**src/rtl/exp_step_counter_if.sv**
```systemverilog
// ============================================================================
// exp_step_counter_if : load/step request and status bundle for exp_step_counter
// Rev 1.0
// ============================================================================
`default_nettype none

interface exp_step_counter_if #(
   parameter int WIDTH  = 5,
   parameter int STEP_W = 4
);
   logic              load_valid;
   logic [WIDTH-1:0]  load_value;
   logic              step_valid;
   logic              step_dir;
   logic [STEP_W-1:0] step_amount;
   logic              step_ready;
   logic [WIDTH-1:0]  count;
   logic              done;
   logic              carry_out;
   logic              borrow_out;
   logic              at_max;
   logic              at_min;

   modport master (
      output load_valid, load_value, step_valid, step_dir, step_amount,
      input  step_ready, count, done, carry_out, borrow_out, at_max, at_min
   );

   modport slave (
      input  load_valid, load_value, step_valid, step_dir, step_amount,
      output step_ready, count, done, carry_out, borrow_out, at_max, at_min
   );
endinterface

`default_nettype wire

```
**src/rtl/exp_step_counter.sv**
```systemverilog
// ============================================================================
// exp_step_counter : registered up/down counter applying multi-unit step requests
// Rev 1.0
// ============================================================================
`default_nettype none

module exp_step_counter #(
   parameter int WIDTH    = 5,
   parameter int STEP_W   = 4,
   parameter int SATURATE = 1
) (
   input  wire logic           clk,
   input  wire logic           rst_n,
   exp_step_counter_if.slave   bus
);
   localparam logic [0:0]       ST_IDLE = 1'b0;
   localparam logic [0:0]       ST_STEP = 1'b1;
   localparam logic [WIDTH-1:0] C_MAX   = {WIDTH{1'b1}};

   logic [0:0]        r_state;
   logic [WIDTH-1:0]  r_count;
   logic [STEP_W-1:0] r_remaining;
   logic              r_dir;
   logic              r_done;
   logic              r_carry;
   logic              r_borrow;

   logic              w_idle;
   logic              w_accept;
   logic              w_unit;
   logic              w_dir;
   logic              w_at_lim;
   logic              w_clamp;
   logic              w_finish;
   logic              w_carry;
   logic              w_borrow;
   logic [STEP_W-1:0] w_left;
   logic [WIDTH-1:0]  w_step_count;

   generate
      if (SATURATE != 0) begin : g_sat
         assign w_clamp = w_at_lim;
      end else begin : g_wrap
         assign w_clamp = 1'b0;
      end
   endgenerate

   always_comb begin
      w_idle       = (r_state == ST_IDLE);
      w_accept     = w_idle & bus.step_valid & ~bus.load_valid;
      // A unit is applied on the accept edge itself, and on every STEP edge.
      w_unit       = ~bus.load_valid &
                     ((w_accept & (bus.step_amount != '0)) | ~w_idle);
      w_dir        = w_idle ? bus.step_dir : r_dir;
      w_at_lim     = w_dir ? (r_count == '0) : (r_count == C_MAX);
      w_left       = w_idle ? (bus.step_amount - 1'b1) : (r_remaining - 1'b1);
      w_step_count = w_dir ? (r_count - 1'b1) : (r_count + 1'b1);
      w_carry      = (r_carry  & ~w_accept) | (w_unit & w_at_lim & ~w_dir);
      w_borrow     = (r_borrow & ~w_accept) | (w_unit & w_at_lim &  w_dir);
      w_finish     = w_unit & (w_clamp | (w_left == '0));
   end

   always_ff @(posedge clk or negedge rst_n) begin
      if (!rst_n) begin
         r_state     <= ST_IDLE;
         r_count     <= '0;
         r_remaining <= '0;
         r_dir       <= 1'b0;
         r_done      <= 1'b0;
         r_carry     <= 1'b0;
         r_borrow    <= 1'b0;
      end else if (bus.load_valid) begin
         r_state     <= ST_IDLE;
         r_count     <= bus.load_value;
         r_remaining <= '0;
         r_done      <= 1'b0;
         r_carry     <= 1'b0;
         r_borrow    <= 1'b0;
      end else begin
         r_carry  <= w_carry;
         r_borrow <= w_borrow;
         r_done   <= w_finish | (w_accept & (bus.step_amount == '0));
         if (w_accept) begin
            r_dir <= bus.step_dir;
         end
         if (w_unit) begin
            if (!w_clamp) begin
               r_count <= w_step_count;
            end
            if (w_finish) begin
               r_state     <= ST_IDLE;
               r_remaining <= '0;
            end else begin
               r_state     <= ST_STEP;
               r_remaining <= w_left;
            end
         end
      end
   end

   assign bus.step_ready = w_idle;
   assign bus.count      = r_count;
   assign bus.done       = r_done;
   assign bus.carry_out  = r_carry;
   assign bus.borrow_out = r_borrow;
   assign bus.at_max     = (r_count == C_MAX);
   assign bus.at_min     = (r_count == '0);
endmodule

`default_nettype wire

```
**src/flat_wrapper.sv**
```systemverilog
// flat-port wrapper written by rule: the top's interface ports become plain ports
module exp_step_counter_flat 
#(
   parameter int WIDTH    = 5,
   parameter int STEP_W   = 4,
   parameter int SATURATE = 1
)
  (clk, rst_n, bus_load_valid, bus_load_value, bus_step_valid, bus_step_dir, bus_step_amount, bus_step_ready, bus_count, bus_done, bus_carry_out, bus_borrow_out, bus_at_max, bus_at_min);
  exp_step_counter_if #(.WIDTH(WIDTH), .STEP_W(STEP_W)) bus_i ();
  input  wire logic clk;
  input  wire logic rst_n;
  input wire logic [$bits(bus_i.load_valid)-1:0] bus_load_valid;
  input wire logic [$bits(bus_i.load_value)-1:0] bus_load_value;
  input wire logic [$bits(bus_i.step_valid)-1:0] bus_step_valid;
  input wire logic [$bits(bus_i.step_dir)-1:0] bus_step_dir;
  input wire logic [$bits(bus_i.step_amount)-1:0] bus_step_amount;
  output wire logic [$bits(bus_i.step_ready)-1:0] bus_step_ready;
  output wire logic [$bits(bus_i.count)-1:0] bus_count;
  output wire logic [$bits(bus_i.done)-1:0] bus_done;
  output wire logic [$bits(bus_i.carry_out)-1:0] bus_carry_out;
  output wire logic [$bits(bus_i.borrow_out)-1:0] bus_borrow_out;
  output wire logic [$bits(bus_i.at_max)-1:0] bus_at_max;
  output wire logic [$bits(bus_i.at_min)-1:0] bus_at_min;
  assign bus_i.load_valid = bus_load_valid;
  assign bus_i.load_value = bus_load_value;
  assign bus_i.step_valid = bus_step_valid;
  assign bus_i.step_dir = bus_step_dir;
  assign bus_i.step_amount = bus_step_amount;
  assign bus_step_ready = bus_i.step_ready;
  assign bus_count = bus_i.count;
  assign bus_done = bus_i.done;
  assign bus_carry_out = bus_i.carry_out;
  assign bus_borrow_out = bus_i.borrow_out;
  assign bus_at_max = bus_i.at_max;
  assign bus_at_min = bus_i.at_min;
  exp_step_counter #(.WIDTH(WIDTH), .STEP_W(STEP_W), .SATURATE(SATURATE)) u_core (.clk(clk), .rst_n(rst_n), .bus(bus_i));
endmodule
```
**config.mk**
```make
export PLATFORM = sky130hd
export DESIGN_NAME = exp_step_counter_flat
export DESIGN_NICKNAME = d
export VERILOG_FILES = /design/src/rtl/exp_step_counter_if.sv /design/src/rtl/exp_step_counter.sv /design/src/flat_wrapper.sv
export SDC_FILE = /design/constraint.sdc
export NUM_CORES = 1
export LEC_CHECK = 0
export CAP_MARGIN = 0
export CORE_MARGIN = 2
export CORE_UTILIZATION = 45
export CTS_BUF_LIST = sky130_fd_sc_hd__clkbuf_8
export CTS_CLUSTER_SIZE = 24
export DETAILED_ROUTE_END_ITERATION = 16
export PLACE_DENSITY = 0.77
export SETUP_SLACK_MARGIN = 0.1
export SLEW_MARGIN = 40
export SYNTH_ARGS = -nofsm -noshare
export SYNTH_HDL_FRONTEND = slang
export SYNTH_SLANG_ARGS = --single-unit
```
**constraint.sdc**
```tcl
create_clock -name clk -period 1.9 [get_ports clk]
set_input_delay 0.57 -clock clk [delete_from_list [all_inputs] [get_ports clk]]
set_output_delay 0.57 -clock clk [all_outputs]
set_load 0.03 [all_outputs]
```
# Word-level counts from Yosys, hierarchy flattened
# Cells that the tools add are included.
[word_totals]
register_bits = 14
inputBits = 14
elab_cells = 56
[classes]
mux = 16
n_addsub = 4
eq_ne = 2
n_bitwise = 20
n_reduce_logical = 7
[op_table]
columns = ["operator", "n"]
rows = [
  ["2-to-1 mux 5 bit", 4],
  ["2-to-1 mux 4 bit", 4],
  ["bitwise AND 1 bit", 11],
  ["zero test 4 bit", 2],
  ["2-to-1 mux 1 bit", 8],
  ["subtractor 4 x 1 -> 4 bit (second input constant)", 2],
  ["adder 5 x 1 -> 5 bit (second input constant)", 1],
  ["== test 5 bit (second input constant)", 1],
  ["zero test 5 bit", 1],
  ["bitwise OR 1 bit", 5],
  ["subtractor 5 x 1 -> 5 bit (second input constant)", 1],
  ["inverter 1 bit", 4],
  ["AND reduction 2 bit", 2],
  ["nonzero test 4 bit", 1],
  ["inequality test 2 bit (second input constant)", 1],
  ["nonzero test 2 bit", 1],
]

# Longest topological paths before layout
[depth]
ltp_word = 10
ltp_mapped = 8
mapped_depth_nobuf = 8

# Least setup slack after synthesis
# No wires, ideal clock.
[synth_path]
path_type = "input port to flip-flop"
from = "input port bus_step_dir"
to = "register u_core.r_count[4] (netlist: u_core.bus.count[4])"
t_required_ns = 1.776
t_arrival_ns = 2.114
stages = 8
setup_slack_ns = -0.338
cell_sequence = "mux2i_2 > inv_1 > fa_1 > a21o_1 > a21oi_1 > xnor2_1 > a21oi_1 > o31a_1"
[synth_via]
elab_chain_len = 5
word_cells_on_any_way = 8
[synth_lines]
columns = ["element", "line", "source"]
rows = [
  ["start: declaration", "flat_wrapper.sv:15", "input wire logic [$bits(bus_i.step_dir)-1:0] bus_step_dir;"],
  ["2-to-1 mux 1 bit *", "exp_step_counter.sv:54", "w_dir = w_idle ? bus.step_dir : r_dir;"],
  ["2-to-1 mux 5 bit", "exp_step_counter.sv:57", "w_step_count = w_dir ? (r_count - 1'b1) : (r_count + 1'b1);"],
  ["2-to-1 mux 5 bit", "exp_step_counter.sv:87", "if (!w_clamp) begin"],
  ["2-to-1 mux 5 bit", "exp_step_counter.sv:86", "if (w_unit) begin"],
  ["2-to-1 mux 5 bit", "exp_step_counter.sv:72", "end else if (bus.load_valid) begin"],
  ["end signal: assignment", "exp_step_counter.sv:74", "r_count <= bus.load_value;"],
  ["end signal: assignment", "exp_step_counter.sv:88", "r_count <= w_step_count;"],
  ["end: declaration", "exp_step_counter.sv:21", "logic [WIDTH-1:0] r_count;"],
]
# Every way passes the cells marked *; elsewhere a longest branch is shown, timed or not. The select of a mux whose other input is x is not followed.
# A chain may end at the register's enable or synchronous reset.

# Worst setup path after layout
[layout_path]
from = "register u_core.r_state"
to = "register u_core.r_count[4] (netlist: u_core.bus.count[4])"
[layout_via]
elab_chain_len = 8
word_cells_on_any_way = 15
[layout_lines]
columns = ["element", "line", "source"]
rows = [
  ["start: declaration", "exp_step_counter.sv:20", "logic [0:0] r_state;"],
  ["start signal: assignment", "exp_step_counter.sv:65", "r_state <= ST_IDLE;"],
  ["start signal: assignment", "exp_step_counter.sv:73", "r_state <= ST_IDLE;"],
  ["start signal: assignment", "exp_step_counter.sv:91", "r_state <= ST_IDLE;"],
  ["inverter 1 bit", "exp_step_counter.sv:49", "w_idle = (r_state == ST_IDLE);"],
  ["bitwise AND 1 bit (2 in a row)", "exp_step_counter.sv:50", "w_accept = w_idle & bus.step_valid & ~bus.load_valid;"],
  ["bitwise AND 1 bit", "exp_step_counter.sv:53", "((w_accept & (bus.step_amount != '0)) | ~w_idle);"],
  ["bitwise OR 1 bit", "exp_step_counter.sv:53", ""],
  ["bitwise AND 1 bit", "exp_step_counter.sv:52", "w_unit = ~bus.load_valid &"],
  ["nonzero test 2 bit (no source line)", "-", ""],
  ["AND reduction 2 bit (no source line)", "-", ""],
]
# Parallel ways exist; a longest one is shown, timed or not. The select of a mux whose other input is x is not followed.

==> flow_summary_export.csv <==
group,metric,value,unit
finish,drive_above_1_share,49.4,%
clock_tree,cts_tree,"done",
sta,setup_viol,13,
setup_path,path_buf_inv,1,
setup_path,worstPathCellList,"mux2i_4 > inv_2 > fa_2 > a21o_1 > a21oi_2 > xnor2_2 > a21oi_1 > o31a_1",
setup_path,worstPathRequired,2.03,ns
yosys,syn-num-nets,118,
global_routing,grt_overflow,0,
global_routing,grt_max_degree,15,
sta,slew_violations,0,
clock_tree,clk_pin_slew,0.06,ns
setup_path,start_kind,"flop",
sta,fmax,463,MHz
yosys,synth_area_leaders,"dfrtp_1, mux2i_1, ha_1",
detailed_routing,drt_iter0_markers,27,
sta,rsz0062_at_grt,"true",
hold_path,hold_class,"flop to flop",
detailed_routing,vias,1029,
clock_tree,clkSinkCount,14,
setup_path,setup.worst_path.class,"flop to flop",
power,power.density,1100,nW/um^2
clock_tree,clock_path_buffers,2,
sta,finalCriticalPeriod,2.16,ns
setup_path,arrival,2.29,ns
floorplanning,num_io_pins,25,
status,violations,"negative setup slack",
clock_tree,cts_buffers,3,
setup_path,end_kind,"flop",
finish,diodes,0,
place,io_buffers,24,
yosys,seq_area_frac_synth,35.3,%
finish,fillers,113,
detailed_routing,avgRoutedWirePerCell,19.1,um
yosys,syn_area_per_cell,10.1,um^2
clock_tree,htree_levels,1,
global_routing,grt_pass1_vias,1007,
status,status,"finished, violations left",
yosys,synth_ff_type,"dfrtp_1",
yosys,yosysMostFrequentCell,"dfrtp_1",
floorplanning,die_x,51.0,um
sta,worst_slack,-0.260,ns
clock_tree,root_buffer,"clkbuf_8",
global_routing,grt_pass1_wl,4570,um
floorplanning,rows,16,
detailed_routing,drt-total-wl,3500,um
yosys,syn_inst,98,
setup_path,regToRegStartpoint,"u_core.r_state$_DFFE_PN0P_",
power,power,1.88,mW
sta,hold_viol,0,
power,leakagePower,0.809,nW
clock_tree,insertion_delay,0.25,ns
sta,fin_tns_setup,-1.52,ns
place,dpl.hpwl,1920,um
run,cap_violations,0,
sta,fin_skew,0.00826,ns
floorplanning,dieHeight,51.0,um
finish,syn_to_final_growth,72.5,%
global_routing,grt_antenna_before_repair,0,
setup_path,worstSetupStartpoint,"u_core.r_state$_DFFE_PN0P_",
detailed_routing,ant_nets,0,
yosys,ys_types,35,
setup_path,cpMaxStageDelayCell,"dfrtp_1",
yosys,netlist_area,992,um^2
yosys,ys_top_cells_by_count,"dfrtp_1, nor2_1, mux2i_1, nand2_1",
sta,slew_headroom,78.7,%
yosys,yosys_register_bits,14,
yosys,synth_edf_count,0,
detailed_routing,via_per_inst,5.62,
floorplanning,core,2020,um^2
floorplanning,dieArea,2600,um^2
floorplanning,initial_core_util,49.1,%
setup_path,crit_path_max_incr_delay,0.42,ns
yosys,synthArstFlopShare,100,%
setup_path,critPathTopFamily,"compound AO/OA/AOI/OAI gates",
place,pre_cts_slack,-0.688,ns
yosys,yosysTopAreaCell,"dfrtp_1",
sta,tightestPinTransition,0.320,ns
yosys,ys_warn_count,0,
hold_path,hold_start,"u_core.r_remaining[3]$_DFFE_PN0P_",
detailed_routing,drcViolationCount,0,
yosys,yosysTopAreaCellShare,35.3,%
power,ir_worst_vdd,840,uV
place,place.gp.congestion,0.907,
setup_path,crit_fanout,4,
sta,fin_crit_sh,114,%
detailed_routing,first_pass_iters,4,
sta,whs,0.548,ns
clock_tree,cts_hold_buf,0,
global_routing,grt_use_total,23.8,%
setup_path,r2r_slack,-0.26,ns
finish,fin_nets,177,
## placed cells by master (no fill, tap or decap), types with 2 or more instances in the layout
cell type / instances
mux2i_4: 4
nor2_1: 8
dfrtp_1: 12
inv_2: 2
nand3b_1: 2
or4_4: 3
a21oi_2: 3
clkdlybuf4s50_1: 8
ha_1: 4
mux2i_1: 5
a21o_1: 2
xnor2_2: 3
o21ai_1: 5
nand2_1: 7
buf_6: 9
a21oi_4: 2
o21ai_2: 2
o31a_1: 2
dlygate4sd2_1: 8
clkbuf_8: 3
a2bb2oi_2: 2
inv_1: 4
nor3_1: 2
buf_4: 26
dfrtp_2: 2
## final cells by class
| type | count | area, um^2 | area share (%) |
|---|---|---|---|
| multi-input cells | 76 | 751 | 43.9 |
| repair buffers | 57 | 510 | 29.8 |
| flip-flops and latches | 14 | 353 | 20.6 |
| clock buffers | 3 | 41.3 | 2.41 |
| well taps | 27 | 33.8 | 1.97 |
| inverters | 5 | 18.8 | 1.10 |
| clock inverters | 1 | 3.75 | 0.219 |
## logic make-up (layout without fill, tap and decap cells)
group / after synthesis / in the layout / share of synthesized area [%]
XOR/XNOR: 7 / 7 / 6.18
adder cells (fa/ha/maj): 6 / 6 / 8.32
buffers and inverters: 8 / 66 / 5.80
AO/OA/AOI/OAI: 21 / 21 / 15.0
flip-flops: 14 / 14 / 35.3
multiplexers: 10 / 10 / 11.9
AND/OR/NAND/NOR: 32 / 32 / 17.5
## report_power, final
part	internal, mW	total, mW	leakage (nW)	switching, mW
Combinational	0.616	1.18	0.605	0.565
Sequential	0.364	0.452	0.176	0.0876
Clock	0.143	0.247	0.0269	0.104
Total	1.12	1.88	0.809	0.757
## path summary, 6_finish.rpt
path / to / depth (start not counted)
worst min register to register: u_core.r_remaining[3]$_DFFE_PN0P_ / 2
min in group asynchronous: u_core.r_remaining[2]$_DFFE_PN0P_ / 2
worst min-delay path: u_core.r_remaining[3]$_DFFE_PN0P_ / 2
max in group asynchronous: u_core.bus.count[0]$_DFFE_PN0P_ / 2
worst max-delay path: u_core.bus.count[4]$_DFFE_PN0P_ / 8
worst max register to register: u_core.bus.count[4]$_DFFE_PN0P_ / 8
## routing by layer
| layer | track usage, % | vias to the layer above | part of all wire [%] |
|---|---|---|---|
| met3 | 6.14 | 14 | 4.5 |
| met4 | 14.0 | 0 | 3.6 |
| li1 | - | 464 | - |
| met5 | 0 | - | 0 |
| met2 | 41.1 | 39 | 50 |
| met1 | 26.0 | 512 | 42 |
## per-stage QoR
stage,utilization [%],cells,cell area [um^2]
after CTS,75.8,179,1530
after detailed placement,70.2,170,1420
after global routing,84.7,183,1710
after floorplan,-,98,1010
final,84.7,183,1710
after global placement,70.2,170,1420
## flip-flops by register name, summed over array words and instances (netlist names)
| signal | cells |
|---|---|
| u_core.bus.borrow_out | 1 |
| u_core.bus.carry_out | 1 |
| u_core.bus.count | 5 |
| u_core.bus.done | 1 |
| u_core.r_dir | 1 |
| u_core.r_remaining | 4 |
| u_core.r_state | 1 |
## timing repair
| item | in CTS | in global routing |
|---|---|---|
| cloned | 0 | 0 |
| endpoints found under the setup margin | 22 | 16 |
| endpoints found under the hold margin | 0 | 0 |
| buffers inserted | 5 | 5 |
| pin swaps | 13 | 26 |
| resized for setup | 30 | 35 |
## tightest hold or removal path, stage by stage (launching register included)
cell and delay [ns]:
dfrtp_1 0.37, a2bb2oi_2 0.07, nor2_1 0.07
(Power assumes the default switching activity.)
